[src/rtl/dual_code_grant_seq.sv]
// Takes a {first, second} code pair and issues the two one-hot grants in order.
// Each grant is held until it is acked or its hold timer runs out.
module dual_code_grant_seq #(
    parameter int N_REQ  = 12,
    parameter int CODE_W = 4,
    parameter int HOLD   = 4
) (
    input  logic              clk,
    input  logic              rst_n,
    input  logic              in_valid,
    output logic              in_ready,
    input  logic [CODE_W-1:0] first,
    input  logic [CODE_W-1:0] second,
    output logic [N_REQ-1:0]  grant,
    output logic [CODE_W-1:0] grant_code,
    input  logic              grant_ack,
    output logic              timeout,
    output logic              bad_code,
    output logic              done
);

    localparam int CNT_W = (HOLD > 1) ? $clog2(HOLD) : 1;
    localparam logic [CNT_W-1:0] CNT_LAST = CNT_W'(HOLD - 1);
    localparam logic [CODE_W-1:0] CODE_MAX = CODE_W'(N_REQ);

    typedef enum logic [1:0] {IDLE, G1, G2} state_t;

    state_t             state_q, state_d;
    logic [CODE_W-1:0]  first_q, first_d;
    logic [CODE_W-1:0]  second_q, second_d;
    logic [CNT_W-1:0]   cnt_q, cnt_d;
    logic [N_REQ-1:0]   grant_q, grant_d;
    logic [CODE_W-1:0]  code_q, code_d;
    logic               timeout_q, timeout_d;
    logic               bad_q, bad_d;
    logic               done_q, done_d;
    logic               accept;
    logic               end_g;

    // Out-of-range codes behave exactly like "no request".
    function automatic logic [CODE_W-1:0] clean(input logic [CODE_W-1:0] c);
        return (c > CODE_MAX) ? '0 : c;
    endfunction

    function automatic logic [N_REQ-1:0] onehot(input logic [CODE_W-1:0] c);
        logic [N_REQ-1:0] g;
        g = '0;
        for (int i = 0; i < N_REQ; i++) begin
            if (c == CODE_W'(i + 1)) g[i] = 1'b1;
        end
        return g;
    endfunction

    assign in_ready   = (state_q == IDLE);
    assign accept     = in_valid & in_ready;
    assign end_g      = grant_ack | (cnt_q == CNT_LAST);
    assign grant      = grant_q;
    assign grant_code = code_q;
    assign timeout    = timeout_q;
    assign bad_code   = bad_q;
    assign done       = done_q;

    always_comb begin
        state_d   = state_q;
        first_d   = first_q;
        second_d  = second_q;
        cnt_d     = cnt_q;
        grant_d   = grant_q;
        code_d    = code_q;
        timeout_d = 1'b0;
        bad_d     = 1'b0;
        done_d    = 1'b0;
        unique case (state_q)
            IDLE: begin
                if (accept) begin
                    first_d  = clean(first);
                    second_d = clean(second);
                    bad_d    = (first > CODE_MAX) | (second > CODE_MAX);
                    if (first_d != '0) begin
                        state_d = G1;
                        grant_d = onehot(first_d);
                        code_d  = first_d;
                        cnt_d   = '0;
                    end else begin
                        done_d = 1'b1;
                    end
                end
            end
            G1: begin
                cnt_d = cnt_q + 1'b1;
                if (end_g) begin
                    timeout_d = ~grant_ack;
                    // Switch straight to the second grant, no idle gap.
                    if (second_q != '0 && second_q != first_q) begin
                        state_d = G2;
                        grant_d = onehot(second_q);
                        code_d  = second_q;
                        cnt_d   = '0;
                    end else begin
                        state_d = IDLE;
                        grant_d = '0;
                        code_d  = '0;
                        done_d  = 1'b1;
                    end
                end
            end
            G2: begin
                cnt_d = cnt_q + 1'b1;
                if (end_g) begin
                    timeout_d = ~grant_ack;
                    state_d   = IDLE;
                    grant_d   = '0;
                    code_d    = '0;
                    done_d    = 1'b1;
                end
            end
            default: begin
                state_d = IDLE;
                grant_d = '0;
                code_d  = '0;
            end
        endcase
    end

    always_ff @(posedge clk or negedge rst_n) begin
        if (!rst_n) begin
            state_q   <= IDLE;
            first_q   <= '0;
            second_q  <= '0;
            cnt_q     <= '0;
            grant_q   <= '0;
            code_q    <= '0;
            timeout_q <= 1'b0;
            bad_q     <= 1'b0;
            done_q    <= 1'b0;
        end else begin
            state_q   <= state_d;
            first_q   <= first_d;
            second_q  <= second_d;
            cnt_q     <= cnt_d;
            grant_q   <= grant_d;
            code_q    <= code_d;
            timeout_q <= timeout_d;
            bad_q     <= bad_d;
            done_q    <= done_d;
        end
    end

endmodule

[config.mk]
export PLATFORM = sky130hd
export DESIGN_NAME = dual_code_grant_seq
export DESIGN_NICKNAME = d
export VERILOG_FILES = /design/src/rtl/dual_code_grant_seq.sv
export SDC_FILE = /design/constraint.sdc
export NUM_CORES = 1
export LEC_CHECK = 0
export ABC_AREA = 1
export CAP_MARGIN = 5
export CORE_MARGIN = 2
export CORE_UTILIZATION = 30
export CTS_CLUSTER_DIAMETER = 150
export CTS_CLUSTER_SIZE = 25
export DETAILED_ROUTE_END_ITERATION = 8
export GPL_TIMING_DRIVEN = 0
export PLACE_DENSITY_LB_ADDON = 0.1
export SYNTH_ARGS = -nofsm -noshare
export SYNTH_HDL_FRONTEND = slang
export SYNTH_SLANG_ARGS = --single-unit
[constraint.sdc]
create_clock -name clk -period 5 [get_ports clk]
set_clock_uncertainty 0.05 [all_clocks]
set_input_delay 1 -clock clk [delete_from_list [all_inputs] [get_ports clk]]
set_output_delay 1 -clock clk [all_outputs]
set_load 0.05 [all_outputs]
# Word level (Yosys, flattened, before mapping)
# Cells that the tools add are included.
[classes] n_reduce_logical=9 magnitude_cmp=2 bitwise_logic=4 n_eq_ne=32 mux=59 addsub=1
[ops] op="$mux W12" n=5
[ops] op="$eq A4 B4 Y1 const B" n=10
[ops] op="$pmux W12 S3" n=1
[ops] op="$mux W1" n=33
[ops] op="$eq A4 B3 Y1 const B" n=8
[ops] op="$mux W4" n=7
[ops] op="$mux W2" n=9
[ops] op="$eq A4 B2 Y1 const B" n=4
[ops] op="$pmux W2 S3" n=2
[ops] op="$pmux W4 S3" n=1
[ops] op="$eq A4 B1 Y1 const B" n=2
[ops] op="$gt A4 B4 Y1 const B" n=2
[ops] op="$reduce_bool A4 Y1" n=2
[ops] op="$eq A2 B2 Y1 const B" n=2
[ops] op="$ne A2 B1 Y1 const B" n=2
[ops] op="$ne A2 B2 Y1 const B" n=2
[ops] op="$ne A4 B4 Y1" n=1
[ops] op="$reduce_and A4 Y1" n=1
[ops] op="$pmux W1 S3" n=1
[ops] op="$reduce_and A3 Y1" n=1
[ops] op="$reduce_bool A3 Y1" n=1
[ops] op="$add A2 B1 Y2 const B" n=1
[ops] op="$eq A2 B1 Y1 const B" n=1
[ops] op="$logic_not A2 Y1" n=1
[ops] op="other kinds (6)" n=7
[word_totals] inputBits=12 ff_bits=31 out_inout_bits=20

# Depth between registers and ports, before layout
# Gate-level depths: netlist of run 1.
[logic_depth] ltp_word=7 mapped_depth=11 ltp_nobuf=10

# Worst setup path after synthesis of run 1
# Ideal clock, no wire load.
[synth_timing] kind="reg-to-reg" start="register state_q[0]" end="register grant_q[10], in the netlist grant[10]" path_slack_ns=2.797 path_stages_with_launch=11 setup_time_ns=0.118 n_path_buf=2 required_ns=4.832 arrival_time_ns=2.035 path_cell_list="dfrtp_1 -> inv_1 -> ha_1 -> buf_2 -> inv_1 -> or2_2 -> nand3_4 -> inv_6 -> buf_6 -> nand2_1 -> nand2_1"
[synth_between] elab_chain_cells=4
[synth_rtl] element="from (decl)" line_no="28" text="state_t state_q, state_d;"
[synth_rtl] element="from (signal assigned)" line_no="137" text="state_q <= state_d;"
[synth_rtl] element="$logic_not A2 Y1 *" line_no="54" text="assign in_ready = (state_q == IDLE);"
[synth_rtl] element="via in_ready" line_no="11" text="output logic in_ready,"
[synth_rtl] element="$and A1 B1 Y1" line_no="55" text="assign accept = in_valid & in_ready;"
[synth_rtl] element="$ne A2 B1 Y1 (no line)"
[synth_rtl] element="$reduce_and A4 Y1 (no line)"
[synth_rtl] element="to (signal assigned)" line_no="141" text="grant_q <= grant_d;"
[synth_rtl] element="to (decl)" line_no="32" text="logic [N_REQ-1:0] grant_q, grant_d;"
# The timed path passes the listed nets; every way through them passes the cells marked *.
# A chain may end at the register's enable or synchronous reset.

# Worst setup path in the final report of run 1
[layout_timing] start="register state_q[0]" end="output in_ready"
[layout_between] elab_chain_cells=1
[layout_rtl] element="$logic_not A2 Y1" line_no="54"
[layout_rtl] element="to (decl)" line_no="11"
# No other way between the ends.

==> run summary, run 1 <==
## Outcome
- status: complete, no violations

## Floorplan
- number of rows created at floorplan: 28
- die area: 0.00685 mm²
- vertical extent of the die: 82.8 µm
- effective utilization at floorplan: 31.3%
- Placeable Area: 0.00596 mm²
- ports placed on the boundary: 32
- chip width: 82.8 µm

## Logic synthesis
- XOR/XNOR Fraction of Synth Area: 0%
- cells taking the most area after synthesis: sky130_fd_sc_hd__dfrtp_1 (42%), sky130_fd_sc_hd__nand2_1 (25%), sky130_fd_sc_hd__nand4_1 (5.4%)
- main combinational cell family by area after synthesis: simple AND/OR/NAND/NOR gates
- average instance area after synthesis: 6.95 µm²
- Cell variety after synth: 24
- fraction of the yosys area taken by sequential cells: 41.7%
- summed instance area of the synthesized netlist: 0.00186 mm²
- flop and latch count out of synthesis: 31
- syn nets: 286
- gate count after technology mapping: 268
- post-synthesis share of cell area spent on and, or, nand and nor gates: 42.1%
- cell taking the most area after synthesis: sky130_fd_sc_hd__dfrtp_1
- adder and majority cell fraction of the synthesized area: 4.03%
- proportion of netlist area held by the largest area contributor: 41.7%
- synth warn: 0
- multiplexer share of the synthesized area: 0%
- area fraction in compound gates after synthesis: 4.37%

## STA
- share of the clock period used by the worst path: 57.9%
- unrepaired setup endpoints after global routing: false
- number of slew-limit violations in the final report: 0
- actual slew at the worst max-slew pin: 707 ps
- Hold Vio Cnt, Final: 0
- maximum clock rate: 346 MHz
- setup-violating endpoint count in the final report: 0
- worst relative slew slack: 52.9%
- post-route setup TNS: 0 ps
- shortest period the worst path allows: 2890 ps

## Worst setup path
- crit path max-delay cell type: sky130_fd_sc_hd__clkdlybuf4s50_1
- Crit Path Max Fanout: 4
- CP cell instances: inv_1 > ha_1 > clkdlybuf4s50_1
- category of the worst setup path capture point: output port
- worst path bufs/invs: 2
- Worst Setup Start Kind: flop
- kind of critical path: reg2out
- required time of the worst setup path: 3950 ps
- Critical Path Max Stage Delay: 810 ps
- family with the most delay on the worst path: buffers and inverters
- WP data arrival: 1840 ps

## Layout
- layout overhead on the synthesized area: 27.8%
- final std cells w/o fill: 382
- Fillers: 665
- Ant. Diodes: 0
- share of final-layout standard cells stronger than drive strength 1: 8.79%
- utilization after layout: 39.9%
- # nets final: 324

## CTS
- hold buffers post-CTS: 0
- clock sink total: 31
- clock tree from TritonCTS: built
- number of setup buffers added after CTS: 0
- total clock buffers created by CTS: 5
- total of cells resized after clock tree synthesis: 0
- depth of the CTS H-tree: 2
- maximum buffer depth of the clock tree: 2
- CTS Root Buffer Type: sky130_fd_sc_hd__clkbuf_8
- later-pin clock latency in the skew report: 280 ps
- clk slew on worst S/H paths: 70 ps

## Global routing
- met1 layer usage reported by global route: 21.6%
- most used routing layer: met2
- aggregate global-route resource usage: 15.7%
- GR Util met3: 3.35%
- vias in the first global route: 1757
- largest net degree at the start of global routing: 32
- number of antenna violations at the first check in global routing: 0
- grt met2 use: 24.6%
- global-route wire length before repair: 8060 µm
- global route overflow: 0

## Min path
- Hold/Removal Path Class: reg2reg

## Power and ir drop
- worst vdd rail ir drop: 0.000223 V
- total internal power: 726 µW
- Power Dens Cells: 597 mW/mm²
- logic gate share of total power: 54.9%
- Leak Pwr: 0.00124 µW
- fraction of power spent switching nets: 48.9%
- fraction of power consumed by sequential logic: 26.9%
- clock network fraction of total power: 18.3%
- net switching power: 694 µW
- Power Total: 1420 µW

## Route
- Vias/cell: 4.68
- DRC violations left: 0
- Antenna Nets Post-Route: 0
- first-pass iteration count of the detailed router: 4
- final wirelength: 4740 µm
- detailed-route wire length per cell: 12.4 µm
- number of design-rule violations left by the first detailed-router iteration: 100
- overall via count from detail_route: 1787

## Place
- port buffer count: 31
- Cells after DPL: 374
- weighted congestion reported at the end of routability-driven placement: 0.923
- estimated wirelength of the detail-placed design: 3550 µm

## Job
- count of max-cap constraint violations: 0

[stage by stage]
| stage | setup slack (ps) | hold WS [ps] | area, µm² |
|---|---|---|---|
| 6_report | 2110 | 427 | 2380 |
| 5_1_grt | 2020 | 449 | 2380 |
| 4_1_cts | 2090 | 433 | 2380 |
| 3_5_place_dp | 2210 | 416 | 2260 |
| 3_3_place_gp | 2190 | 411 | 2270 |
| 2_1_floorplan | 2800 | 403 | 1860 |
[logic make-up (layout without fill, tap and decap cells)]
family / after synthesis / after routing
AOI/OAI and AO/OA: 15 / 15
adders and majority gates: 6 / 6
buffers and inverters: 32 / 71
DFF: 31 / 31
and+or+nand+nor: 184 / 184
[metal layers]
layer / wire [µm] / vias up
li1: - / 924
met1: 2370 / 817
met2: 2140 / 41
met3: 179 / 5
met4: 55 / 0
met5: 0 / -
[power groups by stage]
stage	clock, µW	combinational (µW)	sequential, µW
floorplan	0	439	501
global placement	0	784	384
detailed placement	0	785	385
CTS	267	788	381
global route	278	872	390
finish	260	779	381
[synth_stat cells]
| cell | n |
|---|---|
| sky130_fd_sc_hd__a21oi_1 | 3 |
| sky130_fd_sc_hd__buf_1 | 1 |
| sky130_fd_sc_hd__buf_2 | 4 |
| sky130_fd_sc_hd__buf_6 | 2 |
| sky130_fd_sc_hd__clkbuf_1 | 1 |
| sky130_fd_sc_hd__dfrtp_1 | 31 |
| sky130_fd_sc_hd__ha_1 | 6 |
| sky130_fd_sc_hd__inv_1 | 19 |
| sky130_fd_sc_hd__inv_2 | 4 |
| sky130_fd_sc_hd__inv_6 | 1 |
| sky130_fd_sc_hd__nand2_1 | 124 |
| sky130_fd_sc_hd__nand2_2 | 2 |
| sky130_fd_sc_hd__nand3_1 | 10 |
| sky130_fd_sc_hd__nand3_2 | 1 |
| sky130_fd_sc_hd__nand3_4 | 1 |
| sky130_fd_sc_hd__nand4_1 | 16 |
| sky130_fd_sc_hd__nand4_2 | 1 |
| sky130_fd_sc_hd__nor2_1 | 24 |
| sky130_fd_sc_hd__nor3_1 | 4 |
| sky130_fd_sc_hd__o211ai_1 | 1 |
| sky130_fd_sc_hd__o21ai_0 | 9 |
| sky130_fd_sc_hd__o21ai_1 | 1 |
| sky130_fd_sc_hd__o21ai_2 | 1 |
| sky130_fd_sc_hd__or2_2 | 1 |
[state kept, by name (all words and copies together) (netlist names)]
name and count:
bad_code 1, grant_code 4, state_q 2, timeout 1, cnt_q 2, first_q 4
second_q 4, grant 12, done 1
[worst min-delay path, cell delays in order (launching register included)]
cell                      delay, ps
sky130_fd_sc_hd__dfrtp_1        340
sky130_fd_sc_hd__nand2_1         50
sky130_fd_sc_hd__nand2_1         50
[area by class of cell]
cell class / instances / area (µm²) / area share, %
inverters: 24 / 95.1 / 4.00
repair buffers: 31 / 305 / 12.8
flip-flops and latches: 31 / 776 / 32.6
clock inverters: 2 / 35.0 / 1.47
multi-input cells: 205 / 941 / 39.6
clock buffers: 6 / 82.6 / 3.47
plain buffers: 8 / 50.0 / 2.10
well taps: 75 / 93.8 / 3.95
[worst paths after layout]
check | from | end | slack [ps] | depth (start not counted)
worst max register to register | state_q[0]$_DFFE_PN0P_ | grant[8]$_DFFE_PN0P_ | 2970 | 10
min in group asynchronous | rst_n | grant[5]$_DFFE_PN0P_ | 710 | 1
worst max-delay path | state_q[0]$_DFFE_PN0P_ | in_ready | 2110 | 3
max in group asynchronous | rst_n | state_q[0]$_DFFE_PN0P_ | 3740 | 1
worst min register to register | grant[10]$_DFFE_PN0P_ | grant[10]$_DFFE_PN0P_ | 430 | 2
worst min-delay path | grant[10]$_DFFE_PN0P_ | grant[10]$_DFFE_PN0P_ | 430 | 2
[cells in the final DEF, fill, tap and decap left out]
cell type and n:
sky130_fd_sc_hd__a21oi_1 3, sky130_fd_sc_hd__buf_1 1, sky130_fd_sc_hd__buf_2 5, sky130_fd_sc_hd__buf_6 2, sky130_fd_sc_hd__bufinv_16 1, sky130_fd_sc_hd__clkbuf_1 1, sky130_fd_sc_hd__clkbuf_8 6, sky130_fd_sc_hd__clkdlybuf4s50_1 30
sky130_fd_sc_hd__clkinv_2 1, sky130_fd_sc_hd__dfrtp_1 31, sky130_fd_sc_hd__ha_1 6, sky130_fd_sc_hd__inv_1 19, sky130_fd_sc_hd__inv_2 4, sky130_fd_sc_hd__inv_6 1, sky130_fd_sc_hd__nand2_1 124, sky130_fd_sc_hd__nand2_2 2
sky130_fd_sc_hd__nand3_1 10, sky130_fd_sc_hd__nand3_2 1, sky130_fd_sc_hd__nand3_4 1, sky130_fd_sc_hd__nand4_1 16, sky130_fd_sc_hd__nand4_2 1, sky130_fd_sc_hd__nor2_1 24, sky130_fd_sc_hd__nor3_1 4, sky130_fd_sc_hd__o211ai_1 1
sky130_fd_sc_hd__o21ai_0 9, sky130_fd_sc_hd__o21ai_1 1, sky130_fd_sc_hd__o21ai_2 1, sky130_fd_sc_hd__or2_2 1
(Power assumes the default switching activity.)
==> run 2: changes to the inputs <==
Clock period 5 ns to 2.9 ns, I/O delays scaled along.
==> results of run 2 <==
The final DEF is identical to that of run 1. Status: complete, no violations.
Among the figures that moved: setup slack after placement 2210 ps -> 533 ps; setup slack after layout 2110 ps -> 426 ps; hold slack 427 ps -> 292 ps; register-to-register setup slack 2970 ps -> 870 ps; total power 1420 µW -> 2450 µW; worst IR drop on VDD 0.000223 V -> 0.000384 V
